<file path="config.mk">
export PLATFORM = sky130hd
export DESIGN_NAME = bullet_pool_ctrl
export DESIGN_NICKNAME = d
export VERILOG_FILES = /design/src/rtl/bullet_pool_pkg.sv /design/src/rtl/bullet_hit_arb.sv /design/src/rtl/bullet_pool_ctrl.sv
export SDC_FILE = /design/constraint.sdc
export NUM_CORES = 1
export LEC_CHECK = 0
export BUFFER_PORTS_ARGS = -buffer_cell sky130_fd_sc_hd__buf_2
export CORE_MARGIN = 5
export CORE_UTILIZATION = 54
export DETAILED_ROUTE_END_ITERATION = 7
export PLACE_DENSITY = 0.74
export SLEW_MARGIN = 20
export SYNTH_ARGS = -nofsm -noshare
export SYNTH_HDL_FRONTEND = slang
export SYNTH_SLANG_ARGS = --single-unit
</file>
<file path="constraint.sdc">
create_clock -name Clk -period 8.23 [get_ports Clk]
set_input_delay 1.646 -clock Clk [delete_from_list [all_inputs] [get_ports Clk]]
set_output_delay 1.646 -clock Clk [all_outputs]
set_load 0.01 [all_outputs]
</file>
<file path="src/rtl/bullet_pool_pkg.sv">
// Shared constants and slot record for the bullet pool.
//   SPR_W/SPR_H   : bullet sprite size in pixels
//   SCREEN_W/H    : visible raster size
//   BULLET_SPEED  : upward pixels per frame tick
//   bullet_slot_t : one pool entry (active flag, top-left X/Y)
package bullet_pool_pkg;

  localparam int SPR_W        = 7;
  localparam int SPR_H        = 25;
  localparam int SCREEN_W     = 640;
  localparam int SCREEN_H     = 480;
  localparam int BULLET_SPEED = 4;

  typedef struct packed {
    logic       active;
    logic [9:0] x;
    logic [9:0] y;
  } bullet_slot_t;

endpackage

</file>
<file path="src/rtl/bullet_hit_arb.sv">
// Combinational hit test, priority select and sprite address for one pixel.
//   slots  : all pool entries
//   draw_x : current pixel X
//   draw_y : current pixel Y
//   hit    : some active bullet covers the pixel
//   addr   : texel address (row*SPR_W + col) inside the winning sprite, 0 if no hit
module bullet_hit_arb #(
  parameter int NUM_BULLETS = 4,
  parameter int SPR_W       = 7,
  parameter int SPR_H       = 25
) (
  input  bullet_pool_pkg::bullet_slot_t [NUM_BULLETS-1:0] slots,
  input  logic [9:0]                                      draw_x,
  input  logic [9:0]                                      draw_y,
  output logic                                            hit,
  output logic [18:0]                                     addr
);
  import bullet_pool_pkg::*;

  logic [NUM_BULLETS-1:0] hit_vec;
  logic [9:0]             win_x, win_y, off_x, off_y;

  // 11-bit compares so X+SPR_W / Y+SPR_H never wrap near the screen edge.
  for (genvar g = 0; g < NUM_BULLETS; g++) begin : g_hit
    assign hit_vec[g] = slots[g].active &&
      ({1'b0, draw_x} >= {1'b0, slots[g].x}) &&
      ({1'b0, draw_x} <  ({1'b0, slots[g].x} + 11'(SPR_W))) &&
      ({1'b0, draw_y} >= {1'b0, slots[g].y}) &&
      ({1'b0, draw_y} <  ({1'b0, slots[g].y} + 11'(SPR_H)));
  end

  // Scan high to low so the lowest hitting index is the last write and wins.
  always_comb begin
    hit   = 1'b0;
    win_x = '0;
    win_y = '0;
    for (int i = NUM_BULLETS - 1; i >= 0; i--) begin
      if (hit_vec[i]) begin
        hit   = 1'b1;
        win_x = slots[i].x;
        win_y = slots[i].y;
      end
    end
  end

  // Offsets are non-negative whenever hit is set; otherwise addr is forced to 0.
  assign off_x = draw_x - win_x;
  assign off_y = draw_y - win_y;
  assign addr  = hit ? ({9'b0, off_y} * 19'(SPR_W) + {9'b0, off_x}) : '0;

endmodule

</file>
<file path="src/rtl/bullet_pool_ctrl.sv">
// Bullet pool: NUM_BULLETS slots with spawn/kill, per-frame upward motion and
// a 3-cycle pixel pipeline that reads the bullet sprite from external RAM.
//   Clk, Reset_n            : clock, async active-low reset
//   frame_clk               : frame strobe (sync to Clk), rising edge -> tick
//   spawn_req/x/y           : spawn request and top-left position
//   spawn_ack/slot/full     : one-cycle accept pulse, granted slot, pool full
//   kill_req/kill_slot      : free a slot
//   DrawX, DrawY            : current pixel
//   read_address, data_In   : sprite RAM port (1-cycle read latency)
//   pix_valid, pix_index    : opaque-texel flag and palette index, 3 cycles after DrawX/Y
//   active_mask             : per-slot occupied flags
module bullet_pool_ctrl #(
  parameter  int NUM_BULLETS  = 4,
  parameter  int SPR_W        = bullet_pool_pkg::SPR_W,
  parameter  int SPR_H        = bullet_pool_pkg::SPR_H,
  parameter  int BULLET_SPEED = bullet_pool_pkg::BULLET_SPEED,
  localparam int SLOT_W       = $clog2(NUM_BULLETS)
) (
  input  logic                   Clk,
  input  logic                   Reset_n,
  input  logic                   frame_clk,
  input  logic                   spawn_req,
  input  logic [9:0]             spawn_x,
  input  logic [9:0]             spawn_y,
  output logic                   spawn_ack,
  output logic [SLOT_W-1:0]      spawn_slot,
  output logic                   spawn_full,
  input  logic                   kill_req,
  input  logic [SLOT_W-1:0]      kill_slot,
  input  logic [9:0]             DrawX,
  input  logic [9:0]             DrawY,
  output logic [18:0]            read_address,
  input  logic [4:0]             data_In,
  output logic                   pix_valid,
  output logic [2:0]             pix_index,
  output logic [NUM_BULLETS-1:0] active_mask
);
  import bullet_pool_pkg::*;

  localparam int STAGES = 1;  // vld_pipe[0] = hit_d1, vld_pipe[1] = hit_d2

  bullet_slot_t [NUM_BULLETS-1:0] slots;
  logic [NUM_BULLETS-1:0]         act_vec;
  logic                           have_free, spawn_go;
  logic [SLOT_W-1:0]              spawn_sel;
  logic                           frame_lo, tick_q;
  logic                           hit;
  logic [18:0]                    hit_addr;
  logic [STAGES:0]                vld_pipe;
  logic                           unused_data;

  assign unused_data = ^data_In[4:3];

  always_comb begin
    act_vec = '0;
    for (int i = 0; i < NUM_BULLETS; i++) act_vec[i] = slots[i].active;
  end

  assign active_mask = act_vec;
  assign spawn_full  = &act_vec;

  // Lowest free slot from the pre-kill mask, so a slot freed this cycle is not reused.
  always_comb begin
    have_free = 1'b0;
    spawn_sel = '0;
    for (int i = NUM_BULLETS - 1; i >= 0; i--) begin
      if (!act_vec[i]) begin
        have_free = 1'b1;
        spawn_sel = SLOT_W'(i);
      end
    end
  end

  // Gating on spawn_ack keeps a held request from spawning twice.
  assign spawn_go = spawn_req && !spawn_ack && have_free;

  // frame_lo records "last sample was 0"; it resets to 0 so a strobe already
  // high at reset release is not mistaken for a rising edge.
  always_ff @(posedge Clk or negedge Reset_n) begin
    if (!Reset_n) begin
      frame_lo <= 1'b0;
      tick_q   <= 1'b0;
    end else begin
      frame_lo <= !frame_clk;
      tick_q   <= frame_clk && frame_lo;
    end
  end

  // Per-slot priority: spawn load (unmoved) > kill > tick motion/expiry.
  always_ff @(posedge Clk or negedge Reset_n) begin
    if (!Reset_n) begin
      slots <= '0;
    end else begin
      for (int i = 0; i < NUM_BULLETS; i++) begin
        if (spawn_go && spawn_sel == SLOT_W'(i)) begin
          slots[i].active <= 1'b1;
          slots[i].x      <= spawn_x;
          slots[i].y      <= spawn_y;
        end else if (kill_req && kill_slot == SLOT_W'(i)) begin
          slots[i].active <= 1'b0;
        end else if (tick_q && slots[i].active) begin
          if (slots[i].y < 10'(BULLET_SPEED)) slots[i].active <= 1'b0;
          else                                slots[i].y      <= slots[i].y - 10'(BULLET_SPEED);
        end
      end
    end
  end

  always_ff @(posedge Clk or negedge Reset_n) begin
    if (!Reset_n) begin
      spawn_ack  <= 1'b0;
      spawn_slot <= '0;
    end else begin
      spawn_ack  <= spawn_go;
      spawn_slot <= spawn_go ? spawn_sel : '0;
    end
  end

  bullet_hit_arb #(
    .NUM_BULLETS(NUM_BULLETS),
    .SPR_W      (SPR_W),
    .SPR_H      (SPR_H)
  ) u_arb (
    .slots (slots),
    .draw_x(DrawX),
    .draw_y(DrawY),
    .hit   (hit),
    .addr  (hit_addr)
  );

  // edge1: address + hit_d1; edge2: RAM data arrives, hit_d2; edge3: pixel out.
  always_ff @(posedge Clk or negedge Reset_n) begin
    if (!Reset_n) begin
      read_address <= '0;
      vld_pipe     <= '0;
      pix_valid    <= 1'b0;
      pix_index    <= '0;
    end else begin
      read_address <= hit_addr;
      vld_pipe     <= {vld_pipe[STAGES-1:0], hit};
      pix_index    <= data_In[2:0];
      pix_valid    <= vld_pipe[STAGES] && (data_In[2:0] != 3'd0);
    end
  end

endmodule
</file>
== Yosys cells after proc, flatten, opt, wreduce, memory -nomap -nowiden ==
Index checks and enable logic that the tools add are counted.
Cells by class
  reduce and logical (&&, ||, !) cells: 58
  eq/ne operators: 14
  mux-type cells: 54
  $add $sub $neg: 15
  $mul: 1
  order comparisons: 20
Operator list (number)
  2-to-1 mux 10 bit: 24
  less-than comparator 10 x 11 -> 1 bit: 8
  >= comparator 10 bit: 8
  adder 10 x 3 -> 11 bit, second input constant: 4
  adder 10 x 5 -> 11 bit, second input constant: 4
  less-than comparator 10 x 3 -> 1 bit, second input constant: 4
  subtractor 10 x 3 -> 10 bit, second input constant: 4
  logical AND 1 bit: 32
  nonzero test 3 bit: 9
  2-to-1 mux 1 bit: 24
  subtractor 10 bit: 2
  2-to-1 mux 19 bit: 1
  != test 2 bit, second input constant: 8
  adder 13 x 10 -> 14 bit: 1
  multiplier 10 x 3 -> 13 bit, second input constant: 1
  AND reduction 3 bit: 4
  2-to-1 mux 2 bit: 5
  == test 2 bit, second input constant: 4
  AND reduction 2 bit: 4
  nonzero test 2 bit: 4
  == test 2 x 1 -> 1 bit, second input constant: 2
  logical NOT 2 bit: 2
  AND reduction 4 bit: 1
  logical NOT 1 bit: 2
Word-level totals
  word-level logic and storage cells: 182
  output and inout bits: 31
  input port bits: 52
  register bits: 114

== Longest topological paths before layout ==
  depth after elaboration: 13
  depth in mapped cells: 39
  mapped depth without buffers: 37

== By module ==
From an unflattened synthesis, not the netlist that was laid out.
Second synthesis, totals
  cells, all modules: 1412
  area total of the unflattened synthesis: 11975.2 µm²
Modules (own cells, without submodules)
  bullet_hit_arb: cells each 944, times used 1, area each 7073.0 µm²
  bullet_pool_ctrl: cells each 468, times used 1, area each 4902.2 µm²

== Worst setup path before layout ==
OpenSTA, ideal clock, no wires.
  path type: input port to flip-flop
  start: in DrawY[8]
  end: reg read_address[12]
  path buffers: 3
  library setup time: 0.096 ns
  stages: 32
  path slack: -0.176 ns
  data arrival time: 8.310 ns
  path through: ha_1 a2111oi_2 o21ai_1 o211a_1 a211oi_2 and3_1 clkbuf_2 clkbuf_1 buf_1 a2bb2oi_1 mux2i_1 ha_1 inv_1 fa_1 a21o_1 a21oi_4 o21ai_2 or2_2 xor2_1 xnor2_1 fa_1 inv_1 ha_1 or3_1 o21ai_0 nor3_1 nor2_1 a21oi_1 and3b_1 and3_1 or4b_1 nor4_2
Between the ends
  longest elaborated chain between the ends: 11
  elaborated cells between the ends (all ways): 33
  those cells by class: add/sub (3); mul (1); order compare (8); mux (13); reduce/logical (8)
RTL lines
  from (decl): line bullet_pool_ctrl.sv:31  | input logic [9:0] DrawY,
  >= comparator 10 bit: line bullet_hit_arb.sv:28  | ({1'b0, draw_y} >= {1'b0, slots[g].y}) &&
  logical AND 1 bit: line bullet_hit_arb.sv:27  | ({1'b0, draw_x} < ({1'b0, slots[g].x} + 11'(SPR_W))) &&
  logical AND 1 bit: line bullet_hit_arb.sv:28
  2-to-1 mux 10 bit (4 in series): line bullet_hit_arb.sv:38  | if (hit_vec[i]) begin
  subtractor 10 bit: line bullet_hit_arb.sv:48  | assign off_y = draw_y - win_y;
  multiplier 10 x 3 -> 13 bit: line bullet_hit_arb.sv:49  | assign addr = hit ? ({9'b0, off_y} * 19'(SPR_W) + {9'b0, off_x}) : '0;
  adder 13 x 10 -> 14 bit: line bullet_hit_arb.sv:49
  2-to-1 mux 19 bit *: line bullet_hit_arb.sv:49
  net hit_addr[12]: line bullet_pool_ctrl.sv:48  | logic [18:0] hit_addr;
  to (signal assigned): line bullet_pool_ctrl.sv:139  | read_address <= hit_addr;
  to (decl): line bullet_pool_ctrl.sv:32  | output logic [18:0] read_address,
Mark *: on every way through the listed nets, which the timed path passes. The rest lies on a longest branch.
A chain may end at the register's enable or synchronous reset.

== Worst setup path in the final report ==
  start: in DrawY[6]
  end: reg read_address[12]
Same word-level chain as after synthesis.

==> flow_summary_export.csv <==
group,metric,value,unit
clock_network,cts_tree,"yes",
worst_setup_path,start_kind,"primary input",
sta,hold_viol_final,0,
grt,grtUsageTotal,25.7,%
place,placed_cell_area,13100,um2
worst_setup_path,endpoint_kind,"flip-flop",
worst_setup_path,max_stage_delay,0.57,ns
grt,grt_pass1_vias,10461,
floorplanning,rows,53,
clock_network,clk_path_buf_depth,2,
clock_network,numCtsBuffers,9,
clock_network,cts_htree_levels,3,
route,first_pass_iters,6,
final_layout,fin_area,13800,um2
worst_setup_path,cpMaxStageDelayCell,"or4b_4",
sta,clock-skew-final,0.00990,ns
floorplanning,core_area,21200,um2
sta,setup_slack,0.252,ns
sta,layout_min_cycle_time,7.98,ns
sta,drv_slew,0,
worst_setup_path,worstPathMaxFanout,18,
sta,relSlewSlack,48.0,%
route,wl_per_cell,17.1,um
worst_setup_path,cp_common_cell,"inv_1",
floorplanning,fp.dieW,157,um
sta,tightestPinTransition,0.780,ns
final_layout,layout-drive-gt1-share,17.4,%
synth,ys_seq_area_share,23.3,%
route,drc,0,
synth,synth-seq-cells,109,
floorplanning,num_io_pins,83,
run,cap_violations,0,
synth,async_reset_ff_share,100,%
route,viasPerCell,5.80,
floorplanning,initial_core_util,55.2,%
sta,post-route-period-util,96.9,%
clock_network,cts.sinks,109,
sta,max_freq,125,MHz
synth,ys_warn_count,0,
place,portBuffers,75,
place,dp_slack,-0.394,ns
grt,grt_max_degree,60,
worst_setup_path,critPathRequiredTime,8.51,ns
clock_network,worstSkewPairLatency,0.37,ns
floorplanning,dieArea,24700,um2
synth,netlist_area,11700,um2
grt,grt_overflow,0,
final_layout,fin_nets,1852,
place,place_congestion,0.976,
place,hpwl,25600,um
route,drt-total-wl,31700,um
clock_network,cts.clk_slew.worst_paths,0.08,ns
sta,setup-violations-final,0,
hold_path,min_path_type,"reg -> reg",
synth,yosys.cell_types.count,80,
final_layout,synthToLayoutAreaGrowth,17.9,%
worst_setup_path,critical_path_class,"in -> reg",
worst_setup_path,cp.arrival,8.26,ns
floorplanning,fp.dieH,157,um
clock_network,root_buffer,"clkbuf_16",
grt,grt_pass1_wl,51300,um
route,drt_iter0_drc,830,
run_status,status,"finished clean",
grt,antenna_found_initial,0,
final_layout,num_antenna_cells,0,
sta,fin_tns_setup,0,ns
synth,ys_dominant_reg_cell,"dfrtp_1",
route,via_count,10754,
route,ant_nets,0,
synth,avgSynthCellArea,8.29,um2
synth,synth_edf_count,0,
synth,netlist_instances,1410,
[synthesized netlist by cell type (14+ instances only)]
cell type  count  area (um2)
ha_1         213        2670
nand2_1      159         597
inv_1        137         514
o21ai_0      130         651
dfrtp_1      109        2730
xnor2_1       90         788
a21oi_1       78         390
nor2_1        77         289
nand3_1       50         250
nor3_1        33         165
clkbuf_1      30         113
nand2b_1      21         131
a21o_1        18         135
o211ai_1      14         105
[worst paths after layout]
kind / from / end / slack [ns] / cells after the start
max: DrawY[6] / read_address[12]$_DFF_PN0_ / 0.25 / 33
max in group asynchronous: Reset_n / active_mask[2]$_DFFE_PN0P_ / 5.68 / 2
min: vld_pipe[0]$_DFF_PN0_ / vld_pipe[1]$_DFF_PN0_ / 0.37 / 0
max reg2reg: slots[24]$_DFFE_PN0P_ / read_address[12]$_DFF_PN0_ / 0.40 / 36
min in group asynchronous: Reset_n / read_address[0]$_DFF_PN0_ / 1.31 / 1
min reg2reg: vld_pipe[0]$_DFF_PN0_ / vld_pipe[1]$_DFF_PN0_ / 0.37 / 0
[final cells by class]
| cell class | count | area [um2] |
|---|---|---|
| multi-input cells | 1121 | 8530 |
| inverters | 139 | 522 |
| clock buffers | 9 | 225 |
| flip-flops and latches | 109 | 2730 |
| repair buffers | 194 | 1330 |
| clock inverters | 7 | 96.3 |
| well taps | 275 | 344 |
| fillers | 1814 | 7370 |
[cell families after synthesis]
logic type | count (synthesis) | share of synthesized area, %
other cells | 1 | 0.0321
fa+ha+maj | 228 | 25.2
buf+inv | 184 | 6.26
compound gates | 355 | 19.6
simple gates | 425 | 17.5
mux | 5 | 0.428
flops | 109 | 23.3
xor+xnor | 103 | 7.72
[timing repair]
action,4_1_cts,5_1_grt
buffers inserted,0,5
hold buffers,0,0
cloned,0,1
setup endpoints to repair,1,2
pin swaps,0,22
gates resized for setup,1,57
[per-stage QoR]
stage / hold WS [ns] / utilization, % / instances
2_1_floorplan: 0.331 / - / 1414
3_3_place_gp: 0.342 / 62.1 / 1832
3_5_place_dp: 0.343 / 62.1 / 1832
4_1_cts: 0.367 / 63.6 / 1848
5_1_grt: 0.379 / 65.1 / 1854
6_report: 0.367 / 65.1 / 1854
[per-layer routing]
metal / share of wire (%) / up-vias / GRT usage (%)
met3: 5.3 / 45 / 2.67
met2: 48 / 292 / 43.8
met4: 1.6 / 0 / 5.82
li1: - / 5294 / -
met5: 0 / - / 0
met1: 45 / 5123 / 35.5
[sequential cells by signal, summed over array words and instances (netlist names)]
name / cells
tick_q: 1
vld_pipe: 2
read_address: 14
spawn_ack: 1
pix_valid: 1
spawn_slot: 2
active_mask: 4
slots: 80
frame_lo: 1
pix_index: 3
[critical path: cells and delay by family]
family	cells	cell delay [ns]
buffers and inverters	7	0.84
XOR/XNOR	2	0.30
AND/OR/NAND/NOR	6	1.32
AO/OA/AOI/OAI	11	2.08
multiplexers	1	0.17
adder cells (fa/ha/maj)	6	1.88
[layout by cell type (no fill, tap or decap), types with 6 or more instances in the layout]
cell type,instances
buf_4,114
a31oi_1,8
o21ai_1,17
buf_2,74
and2_1,6
fa_1,12
xor2_1,11
nand2b_1,20
or2_2,8
inv_1,137
a211o_1,7
nor2b_1,12
clkbuf_16,9
a21oi_1,73
and3_1,10
nand3_1,50
dfrtp_1,109
nor3_1,30
or3_1,7
a211oi_1,11
a21o_1,18
xnor2_1,87
o2111ai_1,6
nand4_1,13
nor2_1,73
nor4_1,6
o21ai_0,113
o211ai_1,14
o21a_1,13
ha_1,209
nand2_1,159
Power is left out: the tool's default activity adds up to more than one toggle a clock period on the data nets, which glitch-free logic cannot reach.
